`config.mk`:
```
export PLATFORM = sky130hd
export DESIGN_NAME = ccff_bitstream_loader_flat
export DESIGN_NICKNAME = d
export VERILOG_FILES = /design/src/rtl/ccff_bitstream_loader_if.sv /design/src/rtl/ccff_bitstream_loader.sv /design/src/flat_wrapper.sv
export SDC_FILE = /design/constraint.sdc
export NUM_CORES = 1
export LEC_CHECK = 0
export ABC_AREA = 1
export CORE_MARGIN = 4
export CORE_UTILIZATION = 57
export DETAILED_ROUTE_END_ITERATION = 6
export HOLD_SLACK_MARGIN = 0.05
export PLACE_DENSITY_LB_ADDON = 0.1
export SYNTH_ARGS = -nofsm -noshare
export SYNTH_HDL_FRONTEND = slang
export SYNTH_SLANG_ARGS = --single-unit
```
`constraint.sdc`:
```
create_clock -name prog_clk -period 2.4 [get_ports prog_clk]
set_input_delay 0.72 -clock prog_clk [delete_from_list [all_inputs] [get_ports prog_clk]]
set_output_delay 0.72 -clock prog_clk [all_outputs]
set_load 0.02 [all_outputs]
```
`src/rtl/ccff_bitstream_loader_if.sv`:
```
// Word-wide bitstream stream feeding the configuration chain loader.
// A word moves on a prog_clk edge where word_valid && word_ready.
interface ccff_bitstream_loader_if #(
  parameter int WORD_W = 8
);
  logic [WORD_W-1:0] word_in;
  logic              word_valid;
  logic              word_ready;

  modport master (output word_in, output word_valid, input word_ready);
  modport slave  (input word_in, input word_valid, output word_ready);
endinterface

```
`src/rtl/ccff_bitstream_loader.sv`:
```
// Serializes bitstream words MSB-first into the fabric's configuration chain and tracks tail parity.
// First chain bit two cycles after start; each cycle stalled in FETCH holds the chain (prog_clk_en=0).
module ccff_bitstream_loader #(
  parameter int WORD_W    = 8,
  parameter int CHAIN_LEN = 28
) (
  input  logic                   prog_clk,
  input  logic                   pReset,
  input  logic                   start,
  input  logic                   abort,
  ccff_bitstream_loader_if.slave s_word,
  output logic                   ccff_head,
  input  logic                   ccff_tail,
  output logic                   prog_clk_en,
  output logic                   busy,
  output logic                   done,
  output logic                   tail_parity
);
  localparam int BL_W = $clog2(CHAIN_LEN + 1);
  localparam int BI_W = (WORD_W > 1) ? $clog2(WORD_W) : 1;

  localparam logic [1:0] S_IDLE  = 2'd0;
  localparam logic [1:0] S_FETCH = 2'd1;
  localparam logic [1:0] S_SHIFT = 2'd2;
  localparam logic [1:0] S_DONE  = 2'd3;

  localparam logic [BL_W-1:0] LEN     = BL_W'(CHAIN_LEN);
  localparam logic [BI_W-1:0] IDX_TOP = BI_W'(WORD_W - 1);

  logic [1:0]        r_state;
  logic [WORD_W-1:0] r_sreg;
  logic [BL_W-1:0]   r_bits_left;
  logic [BI_W-1:0]   r_bit_idx;
  logic              r_par;
  logic              r_tail_parity;

  logic w_shift;
  logic w_last_bit;
  logic w_word_end;
  logic w_ready;

  assign w_shift    = (r_state == S_SHIFT) && !abort;
  assign w_last_bit = (r_bits_left == BL_W'(1));
  assign w_word_end = (r_bit_idx == '0);
  // Mid-load refill is offered only when bits remain beyond the word now draining.
  assign w_ready    = !abort && ((r_state == S_FETCH) ||
                                 ((r_state == S_SHIFT) && !w_last_bit && w_word_end));

  assign s_word.word_ready = w_ready;
  assign prog_clk_en       = w_shift;
  assign ccff_head         = w_shift & r_sreg[WORD_W-1];
  assign busy              = (r_state != S_IDLE);
  assign done              = (r_state == S_DONE) && !abort;
  assign tail_parity       = r_tail_parity;

  always_ff @(posedge prog_clk or negedge pReset) begin
    if (!pReset) begin
      r_state       <= S_IDLE;
      r_sreg        <= '0;
      r_bits_left   <= '0;
      r_bit_idx     <= '0;
      r_par         <= 1'b0;
      r_tail_parity <= 1'b0;
    end else if (abort) begin
      r_state <= S_IDLE;
    end else begin
      case (r_state)
        S_IDLE: begin
          if (start) begin
            r_state     <= S_FETCH;
            r_bits_left <= LEN;
            r_par       <= 1'b0;
          end
        end
        S_FETCH: begin
          if (s_word.word_valid) begin
            r_sreg    <= s_word.word_in;
            r_bit_idx <= IDX_TOP;
            r_state   <= S_SHIFT;
          end
        end
        S_SHIFT: begin
          r_bits_left <= r_bits_left - 1'b1;
          r_par       <= r_par ^ ccff_tail;
          if (w_last_bit) begin
            r_sreg    <= r_sreg << 1;
            r_bit_idx <= r_bit_idx - 1'b1;
            r_state   <= S_DONE;
          end else if (w_word_end && s_word.word_valid) begin
            r_sreg    <= s_word.word_in;
            r_bit_idx <= IDX_TOP;
          end else begin
            r_sreg    <= r_sreg << 1;
            r_bit_idx <= r_bit_idx - 1'b1;
            if (w_word_end) begin
              r_state <= S_FETCH;
            end
          end
        end
        S_DONE: begin
          r_tail_parity <= r_par;
          r_state       <= S_IDLE;
        end
        default: r_state <= S_IDLE;
      endcase
    end
  end
endmodule

```
`src/flat_wrapper.sv`:
```
// flat-port wrapper written by rule: the top's interface ports become plain ports
module ccff_bitstream_loader_flat 
#(
  parameter int WORD_W    = 8,
  parameter int CHAIN_LEN = 28
)
  (prog_clk, pReset, start, abort, ccff_head, ccff_tail, prog_clk_en, busy, done, tail_parity, s_word_word_in, s_word_word_valid, s_word_word_ready);
  ccff_bitstream_loader_if #(.WORD_W(WORD_W)) s_word_i ();
  input  logic prog_clk;
  input  logic pReset;
  input  logic start;
  input  logic abort;
  output logic ccff_head;
  input  logic ccff_tail;
  output logic prog_clk_en;
  output logic busy;
  output logic done;
  output logic tail_parity;
  input wire logic [$bits(s_word_i.word_in)-1:0] s_word_word_in;
  input wire logic [$bits(s_word_i.word_valid)-1:0] s_word_word_valid;
  output wire logic [$bits(s_word_i.word_ready)-1:0] s_word_word_ready;
  assign s_word_i.word_in = s_word_word_in;
  assign s_word_i.word_valid = s_word_word_valid;
  assign s_word_word_ready = s_word_i.word_ready;
  ccff_bitstream_loader #(.WORD_W(WORD_W), .CHAIN_LEN(CHAIN_LEN)) u_core (.prog_clk(prog_clk), .pReset(pReset), .start(start), .abort(abort), .s_word(s_word_i), .ccff_head(ccff_head), .ccff_tail(ccff_tail), .prog_clk_en(prog_clk_en), .busy(busy), .done(done), .tail_parity(tail_parity));
endmodule
```
## Yosys cells after proc, flatten, opt, wreduce, memory -nomap -nowiden

Index checks and enable logic that the tools add are counted.

- $add $sub $neg: 2
- Equality and inequality tests: 10
- Muxes and demuxes: 19
- Bitwise gates (word level): 3
- Reductions and logical operators: 18

Operators with widths:

| kind | number |
|---|---|
| $mux 8 | 3 |
| $pmux 8 s2 | 1 |
| $mux 2 | 6 |
| $pmux 5 s2 | 1 |
| $mux 3 | 3 |
| $pmux 2 s4 | 1 |
| $logic_and 1x1->1 | 6 |
| $ne 3x3->1 const B | 2 |
| $pmux 3 s2 | 1 |
| $reduce_and 3->1 | 2 |
| $reduce_bool 2->1 | 3 |
| $eq 5x1->1 const B | 1 |
| $mux 5 | 1 |
| $sub 5x1->5 const B | 1 |
| $eq 2x2->1 const B | 2 |
| $ne 2x2->1 const B | 2 |
| $ne 4x2->1 const B | 1 |
| $ne 4x3->1 const B | 1 |
| $reduce_and 4->1 | 1 |
| $logic_not 3->1 | 1 |
| $sub 3x1->3 const B | 1 |
| $eq 2x1->1 const B | 1 |
| $logic_not 1->1 | 2 |
| $logic_not 2->1 | 1 |
| 7 further kinds | 7 |

- Flip-flop bits (word level): 20
- Bits of input ports: 14
- Output and inout bits: 6
- Word-level logic and storage cells: 58

## Depth between registers and ports, before layout

Gate-level depths: netlist of the first run.

- Word-level depth: 6
- Depth in mapped cells: 10
- Mapped depth without buffers: 10

## Worst setup path after synthesis of the first run

Ideal clock, no wire load.

- Path type: input to output
- Start point: in abort
- End point: out ccff_head
- Arrival time: 1.172 ns
- Data required time: 1.680 ns
- Slack: 0.508 ns
- Cell stages on the path: 3
- Path buffers: 0
- Cell sequence: inv_4 -> nand2_2 -> nor2_1

- Cells in the longest elaborated chain, start to end: 3

RTL lines:

| what | line | source |
|---|---|---|
| from (decl) | flat_wrapper.sv:12 | `input logic abort;` |
| $logic_not 1->1 | ccff_bitstream_loader.sv:42 | `assign w_shift = (r_state == S_SHIFT) && !abort;` |
| $logic_and 1x1->1 | ccff_bitstream_loader.sv:42 |  |
| $and 1x1->1 | ccff_bitstream_loader.sv:51 | `assign ccff_head = w_shift & r_sreg[WORD_W-1];` |
| to (decl) | flat_wrapper.sv:13 | `output logic ccff_head;` |

Every way passes these cells.

## Worst setup path after layout of the first run

- Start point: reg u_core.r_state[0]
- End point: out ccff_head

- Cells in the longest elaborated chain, start to end: 3

RTL lines:

| what | line | source |
|---|---|---|
| from (decl) | ccff_bitstream_loader.sv:30 | `logic [1:0] r_state;` |
| from (signal assigned) | ccff_bitstream_loader.sv:58 | `r_state <= S_IDLE;` |
| from (signal assigned) | ccff_bitstream_loader.sv:65 | `r_state <= S_IDLE;` |
| from (signal assigned) | ccff_bitstream_loader.sv:70 | `r_state <= S_FETCH;` |
| $eq 2x2->1 | ccff_bitstream_loader.sv:42 |  |
| $logic_and 1x1->1 | ccff_bitstream_loader.sv:42 |  |
| $and 1x1->1 | ccff_bitstream_loader.sv:51 |  |

Every way passes these cells.

==> results.py, run 1 <==
metrics = {
    "floorplanning": {
        "die_area_um2": 3100,
        "core_region_area_um2": 2060,
        "num_io_pins": 20,
        "start_util": 0.628,
        "fp-row-count": 16,
        "die_h_um": 55.7,
        "dieWidth_um": 55.7,
    },
    "drt": {
        "drc": 0,
        "drtPass1Iterations": 4,
        "wire_per_inst_um": 12.0,
        "ant_nets": 0,
        "drtIter0Drc": 21,
        "finalWirelength_mm": 2.55,
        "met1_length_mm": 1.17,
        "via_per_inst": 5.13,
        "wl_met3_um": 122,
        "dr.max_layer_used": "met4",
        "dr_total_vias": 1088,
        "dr_wl_met2_mm": 1.23,
    },
    "cts": {
        "cts_max_path_buffers": 2,
        "clk_latency_ps": 280,
        "cts_max_level": 1,
        "cts_sinks": 20,
        "cts.reportedPaths.clkPinSlew_ps": 110,
        "cts_hold_buf": 0,
        "numCtsBuffers": 3,
        "cts_root_buf": "clkbuf_4",
        "cts_tree": "done",
    },
    "sta": {
        "final_hold_viol_count": 0,
        "fin_crit_sh": 0.955,
        "relSlewSlack": 0.809,
        "setup_tns_ps": 0,
        "period_minus_slack_ps": 2290,
        "tightestPinTransition_ps": 284,
        "fmax_mhz": 436,
        "skew_ps": 5.53,
        "hold-worst-slack_ps": 495,
        "rsz0062_at_grt": "no",
        "drv_slew": 0,
        "setup_viol": 0,
    },
    "setup_path": {
        "crit_path_start_kind": "register",
        "worstPathCellList": "inv_1 > ha_1 > nand2_2 > nor2_1 > clkdlybuf4s15_1",
        "worstSetupStartpoint": "u_core.r_state[0]",
        "r2r-start": "u_core.r_state[0]",
        "worst_setup_path_end_kind": "primary output",
        "worst_path_max_delay_cell": "dfrtp_1",
        "cp.required_ps": 1680,
        "critPathKind": "register to primary output",
        "crit_fanout": 5,
        "arrival_ps": 1570,
        "cpPeakStageDelay_ps": 450,
        "r2r_slack_ps": 690,
        "ff2ff_path_depth": 8,
    },
    "min_path": {
        "whs_path_depth": 2,
        "holdCritStartpoint": "u_core.r_sreg[2]",
        "hold_path.class": "register to register",
    },
    "place": {
        "dp_hpwl_mm": 2.06,
        "gp_congestion": 0.815,
        "io_buffers": 19,
    },
    "global_route": {
        "grt_max_degree": 21,
        "grt_pass1_wl_mm": 4.61,
        "grt_use_total": 0.180,
        "antenna_found_initial": 0,
        "grt-ovfl-total": 0,
        "grt_pass1_vias": 1091,
    },
    "layout": {
        "fillers": 152,
        "seq_area_um2": 500,
        "antennaDiodeCount": 0,
        "multi_input_area_um2": 666,
        "drive_gt1_frac": 0.205,
        "final_core_util": 0.761,
        "area_growth_pct": 21.2,
        "nNetsFinal": 209,
    },
    "power_and_ir_drop": {
        "power_density_nw_per_um2": 951,
        "ir_drop_mv": 0.577,
        "p_leak_nw": 0.771,
    },
    "synthesis": {
        "synth_area_leader_cell": "dfrtp_1",
        "yosys.cell_count.top_type": "nand2_1",
        "ys_seq_elements": 20,
        "ys_types": 27,
        "ys.flop_type": "dfrtp_1",
        "synth_common_cells": "35 x nand2_1, 22 x inv_1, 20 x dfrtp_1",
        "synth.net_count": 179,
        "yosys_warnings": 0,
        "synth-async-reset-ratio": 1.00,
        "ys_top_cells_by_area": "dfrtp_1 39%, nand2_1 10%, ha_1 7.7%, inv_1 6.4%, nand2_2 3.9%",
        "syn_area_per_cell_um2": 8.25,
        "synth_cells": 157,
        "synth_edf_count": 0,
        "seq_area_frac_synth": 0.386,
        "synth_top_area_share": 0.386,
        "netlist_area_um2": 1290,
    },
    "run_status": {
        "outcome": "complete, no violations",
    },
    "job": {
        "max_cap_viol_count": 0,
    },
}
-- critical path: cells and delay by family, from the launching register on --
family	cells	cell delay, ps
adders and majority gates	1	210
DFF	1	450
and+or+nand+nor	2	210
buffers and inverters	2	410
-- power by group --
| part | switching (mW) | internal [mW] | leakage, nW |
|---|---|---|---|
| combinational | 0.478 | 0.299 | 0.527 |
| clock | 0.0925 | 0.0581 | 0.0138 |
| sequential | 0.0936 | 0.471 | 0.230 |
-- state kept, by name, indices dropped and copies added (netlist names) --
name,flops
u_core.r_par,1
u_core.r_state,2
u_core.tail_parity,1
u_core.r_bit_idx,3
u_core.r_sreg,8
u_core.r_bits_left,5
-- path summary, 6_finish.rpt --
kind / to
max in group asynchronous: u_core.r_sreg[5]
max: ccff_head
max reg2reg: u_core.r_par
min in group asynchronous: u_core.r_state[1]
min: u_core.r_sreg[2]
min reg2reg: u_core.r_sreg[2]
-- cell type report --
class                      instances  area share
inverter                          27      0.0678
clock buffer                       3      0.0144
timing repair buffer              27       0.153
multi-input combinational        108       0.424
sequential                        20       0.319
tap                               27      0.0215
-- metrics by stage --
stage | power, mW | worst slack, ps | area, um^2 | instances
final | 1.49 | 109 | 1570 | 212
after global routing | 1.64 | 1.55 | 1570 | 212
after CTS | 1.50 | 12.9 | 1570 | 212
after detailed placement | 1.36 | -375 | 1560 | 209
after global placement | 1.31 | -358 | 1560 | 209
after floorplan | 1.14 | 508 | 1290 | 157
-- cell families (layout without fill, tap and decap cells) --
family,count (synthesis),after routing,synth area share
adder cells (fa/ha/maj),8,8,0.0773
flip-flops,20,20,0.386
AO/OA/AOI/OAI,15,15,0.0763
XOR/XNOR,1,1,0.00676
buffers and inverters,29,57,0.0995
AND/OR/NAND/NOR,84,84,0.354
-- layout by cell type, fill, tap and decap left out, types with 6 or more instances in the layout --
| master | instances |
|---|---|
| inv_1 | 22 |
| nand2_2 | 8 |
| nand3_1 | 10 |
| nor2_1 | 11 |
| nand2_1 | 35 |
| clkdlybuf4s50_1 | 13 |
| nand3b_1 | 6 |
| ha_1 | 8 |
| buf_4 | 8 |
| dfrtp_1 | 20 |
-- metal layers --
| metal | track usage | up-vias |
|---|---|---|
| met5 | 0 | - |
| met4 | 0.0417 | 0 |
| met3 | 0.0394 | 4 |
| met2 | 0.319 | 22 |
| met1 | 0.221 | 505 |
| li1 | - | 557 |
-- timing repair --
| action | in CTS | in global routing |
|---|---|---|
| endpoints found under the setup margin | 5 | 2 |
| buffers inserted | 0 | 0 |
| gates resized for setup | 6 | 3 |
Power figures use the tool's default switching activity.
==> inputs of run 2 (changes only) <==
Settings changed: CORE_UTILIZATION 57 to 48.
Clock period 2.4 ns to 2 ns, I/O delays scaled along.
==> results.py, run 2 (synthesis results as in run 1) <==
metrics = {
    "cts": {
        "clk_latency_ps": 290,
        "numCtsBuffers": 3,
        "cts_max_level": 1,
        "cts_max_path_buffers": 2,
        "cts_sinks": 20,
        "cts_tree": "done",
        "cts.reportedPaths.clkPinSlew_ps": 110,
        "cts_root_buf": "clkbuf_4",
    },
    "drt": {
        "finalWirelength_mm": 2.79,
        "wire_per_inst_um": 11.7,
        "drtPass1Iterations": 4,
        "dr_total_vias": 1169,
        "ant_nets": 0,
        "drtIter0Drc": 28,
        "via_per_inst": 4.91,
        "drc": 0,
    },
    "floorplanning": {
        "die_h_um": 59.9,
        "num_io_pins": 20,
        "start_util": 0.513,
        "fp-row-count": 18,
        "die_area_um2": 3590,
        "dieWidth_um": 59.9,
        "core_region_area_um2": 2520,
    },
    "layout": {
        "largest-register": "u_core.r_sreg",
        "fillers": 201,
        "largest_reg_flops": 8,
        "nNetsFinal": 232,
        "antennaDiodeCount": 0,
        "layout_common_cells": "33 x nand2_1, 33 x buf_4, 20 x dfrtp_1, 19 x inv_1, 13 x clkdlybuf4s50_1",
        "top_regs": "u_core.r_sreg (8), u_core.r_bits_left (5), u_core.r_bit_idx (3)",
        "area_growth_pct": 36.7,
        "drive_gt1_frac": 0.356,
    },
    "sta": {
        "period_minus_slack_ps": 2050,
        "setup_viol": 1,
        "tightestPinTransition_ps": 268,
        "fmax_mhz": 489,
        "fin_crit_sh": 1.02,
        "skew_ps": 2.43,
        "setup_tns_ps": -45.4,
        "final_hold_viol_count": 0,
        "setup_ws_ps": -45.4,
        "drv_slew": 0,
        "rsz0062_at_grt": "yes",
        "relSlewSlack": 0.821,
    },
    "power_and_ir_drop": {
        "power.total_mw": 2.01,
        "p_leak_nw": 0.874,
        "power_density_nw_per_um2": 1130,
        "ir_drop_mv": 0.796,
    },
    "setup_path": {
        "worst_setup_path_end_kind": "primary output",
        "critPathKind": "register to primary output",
        "worst_path_max_delay_cell": "dfrtp_1",
        "crit_path_start_kind": "register",
        "arrival_ps": 1450,
        "cpPeakStageDelay_ps": 400,
        "worstPathCellList": "inv_2 > ha_4 > inv_2 > nor2_4 > nand2_2 > a31oi_1 > nor2_1 > buf_4",
        "crit_fanout": 2,
        "crit_path_frequent_cell": "inv_2",
        "cp.required_ps": 1400,
    },
    "run_status": {
        "outcome": "finished, violations left",
        "violations": "setup timing",
    },
    "global_route": {
        "grt-ovfl-total": 0,
        "grt_pass1_vias": 1151,
        "grt_max_degree": 21,
        "grt_use_total": 0.172,
        "antenna_found_initial": 0,
        "grt_pass1_wl_mm": 4.75,
    },
    "place": {
        "io_buffers": 19,
        "dp_hpwl_mm": 2.09,
        "dp_slack_ps": -567,
        "gp_congestion": 0.776,
    },
    "job": {
        "max_cap_viol_count": 0,
    },
    "min_path": {
        "hold_path.class": "register to register",
    },
}
## run 2: repair_timing
| action | CTS | global route |
|---|---|---|
| hold buffers | 0 | 0 |
| pin swaps | 1 | 3 |
| gates resized for setup | 27 | 8 |
| setup buffers | 7 | 2 |
| endpoints found under the setup margin | 5 | 10 |
## run 2: per-layer routing
| layer | vias up | track usage | part of all wire |
|---|---|---|---|
| li1 | 605 | - | - |
| met1 | 536 | 0.217 | 0.44 |
| met2 | 24 | 0.296 | 0.50 |
| met3 | 4 | 0.0259 | 0.049 |
| met4 | 0 | 0.0570 | 0.0093 |
| met5 | - | 0 | 0 |
## run 2: path summary, 6_finish.rpt
check / slack [ps] / to / depth (start not counted) / startpoint
max in group asynchronous: 1160 / u_core.r_sreg[1] / 2 / pReset
hold / removal: 490 / u_core.r_sreg[1] / 2 / u_core.r_sreg[1]
setup / recovery: -50 / s_word_word_ready / 8 / u_core.r_bits_left[1]
setup reg to reg: 90 / u_core.r_sreg[7] / 15 / u_core.r_bits_left[1]
min in group asynchronous: 630 / u_core.r_state[0] / 2 / pReset
hold reg to reg: 490 / u_core.r_sreg[1] / 2 / u_core.r_sreg[1]
## run 2: layout make-up
class | instances | area [um^2] | area share
multi-input combinational | 108 | 702 | 0.396
clock buffer | 3 | 22.5 | 0.0127
sequential | 20 | 500 | 0.283
inverter | 27 | 106 | 0.0601
tap | 30 | 37.5 | 0.0212
timing repair buffer | 50 | 402 | 0.227
## run 2: critical path, delay by kind of cell, from the launching register on
family	cells	cell delay, ps
adder cells (fa/ha/maj)	1	120
flip-flops	1	400
AO/OA/AOI/OAI	1	160
buffers and inverters	3	270
AND/OR/NAND/NOR	3	200
## run 2: report_power, final
part / internal [mW] / leakage, nW / switching [mW] / total (mW)
clock network: 0.0700 / 0.0138 / 0.118 / 0.188
registers: 0.565 / 0.230 / 0.104 / 0.669
logic: 0.516 / 0.630 / 0.634 / 1.15
total: 1.15 / 0.874 / 0.856 / 2.01
## run 2: per-stage QoR
step / hold WS, ps / util / instances / area (um^2)
after floorplan: 304 / - / 157 / 1290
after global placement: 464 / 0.663 / 227 / 1670
after detailed placement: 467 / 0.663 / 227 / 1670
after CTS: 494 / 0.693 / 237 / 1750
after global routing: 530 / 0.702 / 238 / 1770
final: 492 / 0.702 / 238 / 1770
==> inputs of run 3 (changes only) <==
Settings changed: CORE_MARGIN 4 to 2.
==> results.py, run 3 (synthesis results as in run 1) <==
metrics = {
    "cts": {
        "cts_root_buf": "clkbuf_4",
        "cts_sinks": 20,
        "numCtsBuffers": 3,
        "clk_latency_ps": 310,
        "cts_tree": "done",
        "cts_hold_buf": 0,
        "cts_max_path_buffers": 2,
        "cts.reportedPaths.clkPinSlew_ps": 120,
        "cts_max_level": 1,
    },
    "sta": {
        "relSlewSlack": 0.814,
        "skew_ps": 12.9,
        "final_hold_viol_count": 0,
        "setup_ws_ps": -79.0,
        "tightestPinTransition_ps": 279,
        "rsz0062_at_grt": "yes",
        "drv_slew": 0,
        "setup_viol": 1,
        "fin_crit_sh": 1.04,
        "fmax_mhz": 481,
        "period_minus_slack_ps": 2080,
    },
    "layout": {
        "antennaDiodeCount": 0,
        "final_cell_area_um2": 1770,
        "nNetsFinal": 230,
        "top_regs": "u_core.r_sreg (8), u_core.r_bits_left (5), u_core.r_bit_idx (3)",
        "fin_cells": 237,
        "drive_gt1_frac": 0.333,
        "multi_input_area_um2": 678,
        "largest_reg_flops": 8,
        "final_common_cell": "nand2_1",
        "fillers": 202,
        "area_growth_pct": 36.5,
        "largest-register": "u_core.r_sreg",
        "seq_area_um2": 500,
        "layout_common_cells": "34 x nand2_1, 31 x buf_4, 20 x inv_1, 20 x dfrtp_1, 13 x clkdlybuf4s50_1",
    },
    "drt": {
        "finalWirelength_mm": 2.61,
        "drc": 0,
        "drtIter0Drc": 19,
        "drtPass1Iterations": 4,
        "dr_total_vias": 1106,
        "ant_nets": 0,
        "wire_per_inst_um": 11.0,
        "via_per_inst": 4.67,
    },
    "place": {
        "dpl.cell_count": 227,
        "dp_hpwl_mm": 2.01,
        "place_area_um2": 1670,
        "gp_congestion": 0.793,
        "io_buffers": 19,
    },
    "setup_path": {
        "r2r-end": "u_core.r_bits_left[4]",
        "r2r_slack_ps": 390,
        "path_delay_family": "flip-flops",
        "crit_path_start_kind": "register",
        "ff2ff_path_depth": 10,
        "cp_num_buf_inv": 3,
        "worstPathCellList": "inv_2 > ha_1 > inv_2 > nor2_4 > nand2_2 > a31oi_1 > nor2_1 > buf_4",
        "critPathKind": "register to primary output",
        "worst_setup_path_end_kind": "primary output",
        "r2r-start": "u_core.r_state[0]",
        "arrival_ps": 1480,
        "crit_path_frequent_cell": "inv_2",
        "crit_fanout": 2,
        "worst_path_max_delay_cell": "dfrtp_1",
        "cp.required_ps": 1400,
        "cpPeakStageDelay_ps": 430,
    },
    "global_route": {
        "grt-ovfl-total": 0,
        "grt_pass1_vias": 1098,
        "grt_max_degree": 21,
        "grtUsageMet2": 0.304,
        "busiest_layer": "met2",
        "grt_pass1_wl_mm": 4.65,
        "grt_use_total": 0.186,
        "grt_use_met3": 0.0279,
        "antenna_found_initial": 0,
        "grt_use_met1": 0.254,
    },
    "floorplanning": {
        "core_region_area_um2": 2520,
        "start_util": 0.513,
        "die_area_um2": 3130,
        "fp-row-count": 18,
        "dieWidth_um": 55.9,
        "num_io_pins": 20,
        "die_h_um": 55.9,
    },
    "min_path": {
        "hold_path.class": "register to register",
        "holdCritStartpoint": "u_core.r_sreg[1]",
        "whs_path_depth": 2,
        "hold_end": "u_core.r_sreg[1]",
    },
    "job": {
        "max_cap_viol_count": 0,
    },
    "power_and_ir_drop": {
        "power_density_nw_per_um2": 1210,
        "p_leak_nw": 0.884,
        "ir_drop_mv": 1.05,
    },
    "run_status": {
        "outcome": "finished, violations left",
        "violations": "setup timing",
    },
}
==> run 3: where the power goes <==
group | internal, mW | switching (mW)
logic | 0.534 | 0.624
registers | 0.565 | 0.0954
clock network | 0.203 | 0.126
total | 1.30 | 0.846
==> run 3: how the worst max path moves through the flow <==
stage	startpoint	to	slack (ps)	cells after the start
6_report	u_core.r_bits_left[1]	s_word_word_ready	-80	8
2_1_floorplan	u_core.r_state[0]	ccff_head	250	5
3_5_place_dp	abort	ccff_head	-580	5
5_1_grt	u_core.r_bits_left[1]	s_word_word_ready	-210	8
4_1_cts	u_core.r_bits_left[1]	s_word_word_ready	-90	8
3_3_place_gp	abort	ccff_head	-560	5
==> run 3: cell type report <==
cell class / count / share of cell area
sequential: 20 / 0.283
tap: 30 / 0.0212
clock inverter: 1 / 0.0170
inverter: 27 / 0.0602
timing repair buffer: 48 / 0.222
multi-input combinational: 108 / 0.384
clock buffer: 3 / 0.0127
==> run 3: per-stage QoR <==
stage          setup WS [ps]  utilization  TNS (ps)  hold slack (ps)  power (mW)
2_1_floorplan            253            -         0              304        1.36
3_3_place_gp            -563        0.663     -1970              463        1.75
3_5_place_dp            -580        0.663     -2040              469        1.79
4_1_cts                -91.4        0.690     -91.4              501        2.14
5_1_grt                 -211        0.701      -211              519        2.35
6_report               -79.0        0.701     -79.0              497        2.15
==> run 3: worst reg2reg max path, stage by stage, from the launching register on <==
cell and delay (ps):
dfrtp_1 390, inv_1 80, ha_2 210, buf_4 110
buf_4 150, o21ai_4 80, nor2_4 130, buf_4 160
nand3_2 60, nand2_1 60, nand3_1 70
==> run 3: timing repair <==
action,in CTS,in global routing
endpoints found under the setup margin,5,4
resized for setup,23,8
buffers inserted,4,2
==> run 3: metal layers <==
layer | share of wire | wire length (um) | vias up
met3 | 0.029 | 75 | 4
met4 | 0.012 | 31 | 0
met2 | 0.47 | 1220 | 14
li1 | - | - | 594
met5 | 0 | 0 | -
met1 | 0.49 | 1290 | 494
